**config.mk**
```make
export PLATFORM = sky130hd
export DESIGN_NAME = spi_lcd_stream_ctrl
export DESIGN_NICKNAME = d
export VERILOG_FILES = /design/src/rtl/spi_lcd_stream_ctrl.sv
export SDC_FILE = /design/constraint.sdc
export NUM_CORES = 1
export LEC_CHECK = 0
export BUFFER_PORTS_ARGS = -buffer_cell sky130_fd_sc_hd__clkbuf_2
export CAP_MARGIN = 10
export CORE_UTILIZATION = 46
export CTS_CLUSTER_DIAMETER = 60
export CTS_CLUSTER_SIZE = 28
export DETAILED_ROUTE_END_ITERATION = 6
export GPL_TIMING_DRIVEN = 0
export PLACE_DENSITY = 0.68
export SLEW_MARGIN = 10
export SYNTH_ARGS = -nofsm -noshare
export SYNTH_HDL_FRONTEND = slang
export SYNTH_SLANG_ARGS = --single-unit
```
**constraint.sdc**
```tcl
create_clock -name clk -period 5.8 [get_ports clk]
set_input_delay 0.29 -clock clk [delete_from_list [all_inputs] [get_ports clk]]
set_output_delay 0.29 -clock clk [all_outputs]
set_load 0.02 [all_outputs]
```
**src/rtl/spi_lcd_stream_ctrl.sv**
```systemverilog
// SPI LCD controller: panel reset/init sequencing, address-window setup,
// and RGB565 pixel streaming over a 4-wire SPI (cs/clk/mosi/rs).
module spi_lcd_stream_ctrl #(
  parameter int        H_RES     = 240,
  parameter int        V_RES     = 135,
  parameter int        X_OFS     = 40,
  parameter int        Y_OFS     = 53,
  parameter logic [7:0] MADCTL   = 8'h70,
  parameter int        CLK_DIV   = 1,
  parameter int        T_RESET   = 2700000,
  parameter int        T_PREPARE = 5400000,
  parameter int        T_SNOOZE  = 3240000
) (
  input  logic        clk,
  input  logic        resetn,
  input  logic [15:0] pix_data,
  input  logic        pix_valid,
  output logic        pix_ready,
  output logic        frame_start,
  output logic        init_done,
  input  logic        bl_en,
  output logic        lcd_resetn,
  output logic        lcd_clk,
  output logic        lcd_cs,
  output logic        lcd_rs,
  output logic        lcd_data,
  output logic        lcd_bl
);

  typedef enum logic [2:0] {S_RESET, S_PREPARE, S_WAKEUP, S_SNOOZE,
                            S_INIT, S_WINDOW, S_STREAM} state_t;

  localparam int              CW     = $clog2(2*CLK_DIV);
  localparam logic [CW-1:0]   C_LAST = CW'(2*CLK_DIV-1);
  localparam logic [CW-1:0]   C_HALF = CW'(CLK_DIV-1);
  localparam int              PW     = $clog2(H_RES*V_RES+1);
  localparam logic [PW-1:0]   NPIX   = PW'(H_RES*V_RES);
  localparam logic [31:0]     D_RST  = 32'(T_RESET-1);
  localparam logic [31:0]     D_PREP = 32'(T_PREPARE-1);
  localparam logic [31:0]     D_SNZ  = 32'(T_SNOOZE-1);
  localparam logic [15:0]     XS     = 16'(X_OFS);
  localparam logic [15:0]     XE     = 16'(X_OFS+H_RES-1);
  localparam logic [15:0]     YS     = 16'(Y_OFS);
  localparam logic [15:0]     YE     = 16'(Y_OFS+V_RES-1);

  state_t          r_state, w_next;
  logic [31:0]     r_dly;
  logic [3:0]      r_idx;
  logic [PW-1:0]   r_pixcnt;
  logic [7:0]      r_pix_lo;
  logic            r_init_done, r_frame_start;

  // byte shifter state
  logic            r_busy, r_clk, r_cs, r_dat, r_rs;
  logic [7:0]      r_sh;
  logic [3:0]      r_bit;
  logic [CW-1:0]   r_cnt;

  logic            w_done, w_free, w_start, w_have, w_rs, w_accept;
  logic [7:0]      w_byte;

  // done is the last cycle of the inter-byte gap; a new byte may load then
  assign w_done   = r_busy && (r_bit == 4'd8) && (r_cnt == C_LAST);
  assign w_free   = !r_busy || w_done;
  assign w_start  = w_free && w_have;
  assign w_accept = (r_state == S_STREAM) && (r_idx == 4'd0) && w_start;

  assign lcd_resetn  = (r_state != S_RESET);
  assign lcd_clk     = r_clk;
  assign lcd_cs      = r_cs;
  assign lcd_rs      = r_rs;
  assign lcd_data    = r_dat;
  assign lcd_bl      = bl_en;
  assign init_done   = r_init_done;
  assign frame_start = r_frame_start;

  // state register
  always_ff @(posedge clk or negedge resetn) begin
    if (!resetn) r_state <= S_RESET;
    else         r_state <= w_next;
  end

  // next-state: delay states time out, byte states finish when the engine drains
  always_comb begin
    w_next = r_state;
    case (r_state)
      S_RESET:   if (r_dly == D_RST)  w_next = S_PREPARE;
      S_PREPARE: if (r_dly == D_PREP) w_next = S_WAKEUP;
      S_WAKEUP:  if (!r_busy && r_idx == 4'd1)  w_next = S_SNOOZE;
      S_SNOOZE:  if (r_dly == D_SNZ)  w_next = S_INIT;
      S_INIT:    if (!r_busy && r_idx == 4'd6)  w_next = S_WINDOW;
      S_WINDOW:  if (!r_busy && r_idx == 4'd11) w_next = S_STREAM;
      S_STREAM:  if (!r_busy && r_idx == 4'd2 && r_pixcnt == NPIX) w_next = S_WINDOW;
      default:   w_next = S_RESET;
    endcase
  end

  // outputs: byte to send next (rs + value) and stream handshake
  always_comb begin
    w_have    = 1'b0;
    w_byte    = 8'h00;
    w_rs      = 1'b0;
    pix_ready = 1'b0;
    case (r_state)
      S_WAKEUP: begin
        w_have = (r_idx == 4'd0);
        w_byte = 8'h11;
      end
      S_INIT: begin
        w_have = (r_idx < 4'd6);
        case (r_idx)
          4'd0:    w_byte = 8'h36;
          4'd1:    begin w_byte = MADCTL; w_rs = 1'b1; end
          4'd2:    w_byte = 8'h3A;
          4'd3:    begin w_byte = 8'h05;  w_rs = 1'b1; end
          4'd4:    w_byte = 8'h21;
          default: w_byte = 8'h29;
        endcase
      end
      S_WINDOW: begin
        w_have = (r_idx < 4'd11);
        w_rs   = 1'b1;
        case (r_idx)
          4'd0:    begin w_byte = 8'h2A; w_rs = 1'b0; end
          4'd1:    w_byte = XS[15:8];
          4'd2:    w_byte = XS[7:0];
          4'd3:    w_byte = XE[15:8];
          4'd4:    w_byte = XE[7:0];
          4'd5:    begin w_byte = 8'h2B; w_rs = 1'b0; end
          4'd6:    w_byte = YS[15:8];
          4'd7:    w_byte = YS[7:0];
          4'd8:    w_byte = YE[15:8];
          4'd9:    w_byte = YE[7:0];
          default: begin w_byte = 8'h2C; w_rs = 1'b0; end
        endcase
      end
      S_STREAM: begin
        w_rs      = 1'b1;
        pix_ready = !r_busy && (r_idx == 4'd0);
        if (r_idx == 4'd0) begin
          w_have = pix_valid && !r_busy;
          w_byte = pix_data[15:8];
        end else if (r_idx == 4'd1) begin
          w_have = 1'b1;
          w_byte = r_pix_lo;
        end
      end
      default: ;
    endcase
  end

  // sequencing: delay timer, byte index, pixel counter, status flags
  always_ff @(posedge clk or negedge resetn) begin
    if (!resetn) begin
      r_dly         <= '0;
      r_idx         <= '0;
      r_pixcnt      <= '0;
      r_pix_lo      <= '0;
      r_init_done   <= 1'b0;
      r_frame_start <= 1'b0;
    end else begin
      r_dly         <= (w_next != r_state) ? '0 : r_dly + 32'd1;
      r_frame_start <= (r_state != S_WINDOW) && (w_next == S_WINDOW);
      if (r_state == S_INIT && w_next == S_WINDOW) r_init_done <= 1'b1;
      if (w_next != r_state)                                        r_idx <= '0;
      else if (w_start)                                             r_idx <= r_idx + 4'd1;
      else if (r_state == S_STREAM && !r_busy && r_idx == 4'd2)     r_idx <= '0;
      if (w_next != r_state) r_pixcnt <= '0;
      else if (w_accept)     r_pixcnt <= r_pixcnt + 1'b1;
      if (w_accept) r_pix_lo <= pix_data[7:0];
    end
  end

  // SPI byte engine: 8 bit periods with cs low, then one idle bit period
  always_ff @(posedge clk or negedge resetn) begin
    if (!resetn) begin
      r_busy <= 1'b0;
      r_clk  <= 1'b0;
      r_cs   <= 1'b1;
      r_dat  <= 1'b1;
      r_rs   <= 1'b1;
      r_sh   <= '0;
      r_bit  <= '0;
      r_cnt  <= '0;
    end else if (w_start) begin
      r_busy <= 1'b1;
      r_cs   <= 1'b0;
      r_clk  <= 1'b0;
      r_dat  <= w_byte[7];
      r_sh   <= w_byte;
      r_rs   <= w_rs;
      r_bit  <= '0;
      r_cnt  <= '0;
    end else if (w_done) begin
      r_busy <= 1'b0;
    end else if (r_busy) begin
      if (r_cnt == C_LAST) begin
        r_cnt <= '0;
        r_clk <= 1'b0;
        r_bit <= r_bit + 4'd1;
        if (r_bit == 4'd7) begin
          r_cs  <= 1'b1;
          r_dat <= 1'b1;
        end else if (r_bit < 4'd7) begin
          r_dat <= r_sh[6];
          r_sh  <= {r_sh[6:0], 1'b0};
        end
      end else begin
        r_cnt <= r_cnt + 1'b1;
        if (r_cnt == C_HALF && r_bit < 4'd8) r_clk <= 1'b1;
      end
    end
  end

endmodule

```
# Word-level counts from Yosys, hierarchy flattened

Index checks and enable logic that the tools add are counted.

Logic and storage cells: 150
Bits of input ports: 20
Output and inout port bits: 9
Register bits: 81

Multiplexer cells: 58
Order comparisons: 4
Reductions and logical operators: 40
Bitwise gates (word level): 1
Add/sub/neg operators: 5
Equality and inequality tests: 27

Operators by type and width:

| kind                    | number |
|---|---|
| $eq A32 B22 Y1 const B  | 2 |
| $pmux W8 S8             | 1 |
| $mux W7                 | 6 |
| $pmux W7 S5             | 1 |
| $add A32 B1 Y32 const B | 1 |
| $eq A32 B23 Y1 const B  | 1 |
| $mux W32                | 1 |
| $pmux W8 S4             | 1 |
| $mux W15                | 2 |
| $mux W4                 | 7 |
| $mux W1                 | 27 |
| $mux W3                 | 7 |
| $pmux W3 S7             | 1 |
| $eq A4 B3 Y1 const B    | 5 |
| $logic_and A1 B1 Y1     | 17 |
| $eq A4 B4 Y1 const B    | 4 |
| $mux W8                 | 2 |
| $add A15 B1 Y15 const B | 1 |
| $eq A15 B15 Y1 const B  | 1 |
| $eq A3 B3 Y1 const B    | 4 |
| $reduce_bool A2 Y1      | 6 |
| $reduce_bool A3 Y1      | 4 |
| $add A4 B1 Y4 const B   | 2 |
| $eq A4 B2 Y1 const B    | 2 |
| 24 further kinds        | 29 |

# Longest topological paths before layout

Word-level depth: 8
Gate-level depth with buffers: 10
Mapped depth without buffers: 8

# Worst setup path before layout

No wires, ideal clock.

Path type: register to register
Start: reg r_idx[1]
End: reg r_idx[2]
Setup slack: 3674 ps
Library setup time: 125 ps
Period minus slack after synthesis: 2126 ps
Data arrival time: 2001 ps
Required time: 5675 ps
Stages on the path, launching flop included: 11
Buffers on the path: 2
Cell sequence: dfrtp_1 inv_1 ha_1 buf_4 inv_2 or3_1 o41ai_2 nor3_2 o22ai_4 buf_6 nor3_1

Cells in the longest elaborated chain, start to end: 7
Elaborated cells on any way between the ends: 27
Those cells by class: 1 x add/sub; 2 x order compare; 5 x eq/ne; 10 x mux; 9 x reduce/logical

Ends and longest elaborated chain:

| element                                                        | RTL line | RTL |
|---|---|---|
| start: declaration                                             | 48       | `logic [3:0] r_idx;` |
| start signal: assignment                                       | 166      | `else if (w_start) r_idx <= r_idx + 4'd1;` |
| $eq A4 B2 Y1 or $eq A4 B1 Y1 (tied branches)                   | --       |  |
| $logic_and A1 B1 Y1 or $mux W1 (tied branches)                 | 93, 143  |  |
| $logic_and A1 B1 Y1 or $mux W1 (tied branches)                 | 93, 140  |  |
| $mux W3 or $pmux W1 S4 (tied branches)                         | 93, 104  |  |
| $pmux W3 S7 or $logic_and A1 B1 Y1 (tied branches)             | 86, 65   |  |
| $ne A3 B3 Y1 or $mux W4 (tied branches)                        | 165, 166 |  |
| $reduce_bool A3 Y1 (no source line) or $mux W4 (tied branches) | --       |  |

Several ways; a longest one is shown, not always the timed one.
A chain may end at the register's enable or synchronous reset.

# Worst setup path in the final report

Start: reg r_idx[0]
End: out pix_ready

Cells in the longest elaborated chain, start to end: 3

Ends and longest elaborated chain:

| element             | RTL line | RTL |
|---|---|---|
| $logic_not A4 Y1    | 139      | `pix_ready = !r_busy && (r_idx == 4'd0);` |
| $logic_and A1 B1 Y1 | 139      |  |
| $mux W1             | 104      | `case (r_state)` |
| end: declaration    | 18       | `output logic pix_ready,` |

No other way between the ends.

==> reports/metrics.cfg <==
[outcome]
status = complete, no violations

[global_route]
grt_pass1_wl_um = 18490
grt_pass1_vias = 3871
antenna_found_initial = 0
grt_start_max_net_pins = 58
grt_use_total_pct = 21.21
grt_overflow = 0

[final_layout]
drive_gt1_share_pct = 15.76
nets = 596
syn_to_final_growth_pct = 11.71
antenna_cells = 0
fin_area_um2 = 5323
fill_cells = 936

[cts]
insertion_delay_ns = 0.35
path_clk_slew_ns = 0.08
cts_root_buffer = clkbuf_8
cts_sinks = 81
cts_tree = done
cts_made_buffers = 9
clockBufferDepth = 2
htreeDepth = 3
cts_resized = 0

[pwr]
leakagePower_nw = 2.463
vdd_drop_max_uv = 120.2
p_per_area_nw_per_um2 = 195.3

[place]
hpwl_um = 7841
place_area_um2 = 5096
dp_slack_ns = 3.293
io_buffers = 27
finalWeightedCongestion = 0.9039

[detailed_routing]
antenna_left = 0
drt_iter0_drc = 169
wl_met3_um = 430
wl_met1_um = 5219
route.met2.wl_um = 4774
top_layer_used = met4
drc_errors = 0
first_pass_iters = 4
num_vias = 3896
via_per_inst = 5.534
wirelength_um = 10590
wl_per_cell_um = 15.04

[yosys]
yosysSeqAreaShare_pct = 42.62
syn_avg_cell_area_um2 = 9.041
synthTopCellsByCount = nor2_1, dfrtp_1, nand2_1
netlist.area_leader.share_pct = 40.97
syn_area_um2 = 4765
syn_nets = 556
synthCells = 527
synth_area_leaders = dfrtp_1, nor2_1, nand2_1
synth_top_area_cell = dfrtp_1
ys.flop_type = dfrtp_1
synth_most_common_cell = nor2_1
synthArstFlopShare_pct = 100.0
synth-edff-count = 0
ys_seq_elements = 81
ys_types = 74
ys.warnings.count = 0

[sta]
min_period_ns = 2.636
rsz0062_at_grt = false
final-hold-violation-count = 0
drv_slew = 0
setup_tns_ns = 0
slew_headroom_pct = 52.74
max_freq_mhz = 379.4
setup_viol_count_final = 0
finalClockSkew_ns = 0.005881
fin_crit_sh_pct = 45.45
tightest_slew_ns = 0.7014
whs_ns = 0.1235
post-route-worst-setup-slack_ns = 3.164

[floorplanning]
die_x_um = 103.8
num_io_pins = 29
fp.coreArea_um2 = 9910
rows = 36
die_h_um = 103.8
dieArea_um2 = 10770
initial_utilization_pct = 48.08

[hold_path]
hp-class = in -> reg

[worst_setup_path]
cp-end-kind = primary output
worst_setup_path_start_kind = flop
crit_required_ns = 5.51
cp_slowest_stage_delay_ns = 0.43
cp_cell_sequence = inv_1 > ha_1 > nor3b_1 > and2_1 > buf_2 > nor2b_1 > clkbuf_2
crit_fanout = 8
crit_buf_inv = 3
crit_family = simple AND/OR/NAND/NOR gates
critical_path_arrival_ns = 2.35
crit_type = reg -> out
slowest_stage = dfrtp_1

[flow_run]
maxCapViolCount = 0

==> repair_timing <==
item,4_1_cts,5_1_grt
setup buffers,0,0
hold endpoints to repair,21,0
hold buffers,1,0
==> area by class of cell <==
| class | instances | area, um2 | area share [%] |
|---|---|---|---|
| Clock inverter | 5 | 78.83 | 1.481 |
| Sequential cell | 81 | 2031 | 38.15 |
| Clock buffer | 10 | 137.6 | 2.586 |
| Buffer | 25 | 170.2 | 3.197 |
| Multi-Input combinational cell | 403 | 2496 | 46.90 |
| Inverter | 18 | 67.56 | 1.269 |
| Tap cell | 133 | 166.4 | 3.126 |
| Timing Repair Buffer | 29 | 175.2 | 3.291 |
==> worst reg2reg max path, stage by stage, from the launching register on <==
cell and delay [ns]:
dfrtp_1 0.43, inv_1 0.12, ha_1 0.35, nor3b_1 0.40, and3_2 0.33, buf_6 0.17
o31a_2 0.26, buf_4 0.21, o21ai_0 0.12, o21ai_0 0.09
==> worst paths after layout <==
| path | start | to | cells past startpoint | slack [ns] |
|---|---|---|---|---|
| max in group asynchronous | resetn | lcd_clk | 3 | 4.79 |
| setup reg to reg | r_idx[0] | r_sh[4] | 9 | 3.26 |
| hold / removal | pix_data[1] | r_pix_lo[1] | 3 | 0.12 |
| hold reg to reg | lcd_rs | lcd_rs | 2 | 0.46 |
| min in group asynchronous | resetn | r_dly[12] | 2 | 0.41 |
| setup / recovery | r_idx[0] | pix_ready | 7 | 3.16 |
==> power breakdown <==
group	total [mW]	switching, mW	internal, mW
Clock	0.454	0.202	0.252
Combinational	0.0215	0.0138	0.00771
Sequential	0.564	0	0.564
Total	1.04	0.216	0.824
==> state kept, by name (all words and copies together) (netlist names) <==
signal	cells
r_idx	4
lcd_rs	1
r_state	3
r_busy	1
r_sh	7
r_pix_lo	8
r_bit	4
lcd_cs	1
frame_start	1
lcd_clk	1
r_pixcnt	15
r_dly	32
r_cnt	1
init_done	1
lcd_data	1
==> metrics by stage <==
step | total power [mW] | std cells | utilization [%]
3_5_place_dp | 0.5976 | 688 | 51.43
2_1_floorplan | 0.5770 | 527 | -
3_3_place_gp | 0.5950 | 687 | 51.12
5_1_grt | 1.078 | 704 | 53.71
6_report | 1.039 | 704 | 53.71
4_1_cts | 1.051 | 704 | 53.71
==> layer usage <==
| metal | vias up | global-route usage, % |
|---|---|---|
| li1 | 1907 | - |
| met1 | 1889 | 30.68 |
| met2 | 88 | 32.07 |
| met3 | 12 | 3.650 |
| met4 | 0 | 7.245 |
| met5 | - | 0 |
==> cell families (layout without fill, tap and decap cells) <==
group           Yosys count  after routing  share of synthesized area (%)
fa+ha+maj                 9              9                          2.363
flops                    81             81                          42.62
xor+xnor                 47             47                          8.640
buf+inv                  43             87                          4.990
mux                       8              8                          1.733
simple gates            270            270                          29.18
compound gates           69             69                          10.48
==> cell usage in the layout (no fill, tap or decap), types with 12 or more instances in the layout <==
cell,synthesis,routed
a21oi_1,14,14
clkbuf_2,0,26
dfrtp_1,78,78
inv_1,17,17
nand2_1,70,70
nand3_1,20,20
nand4_1,17,17
nor2_1,82,82
nor3_1,12,12
o21ai_0,16,16
xnor2_1,23,23
xor2_1,24,24
(Power assumes the default switching activity.)
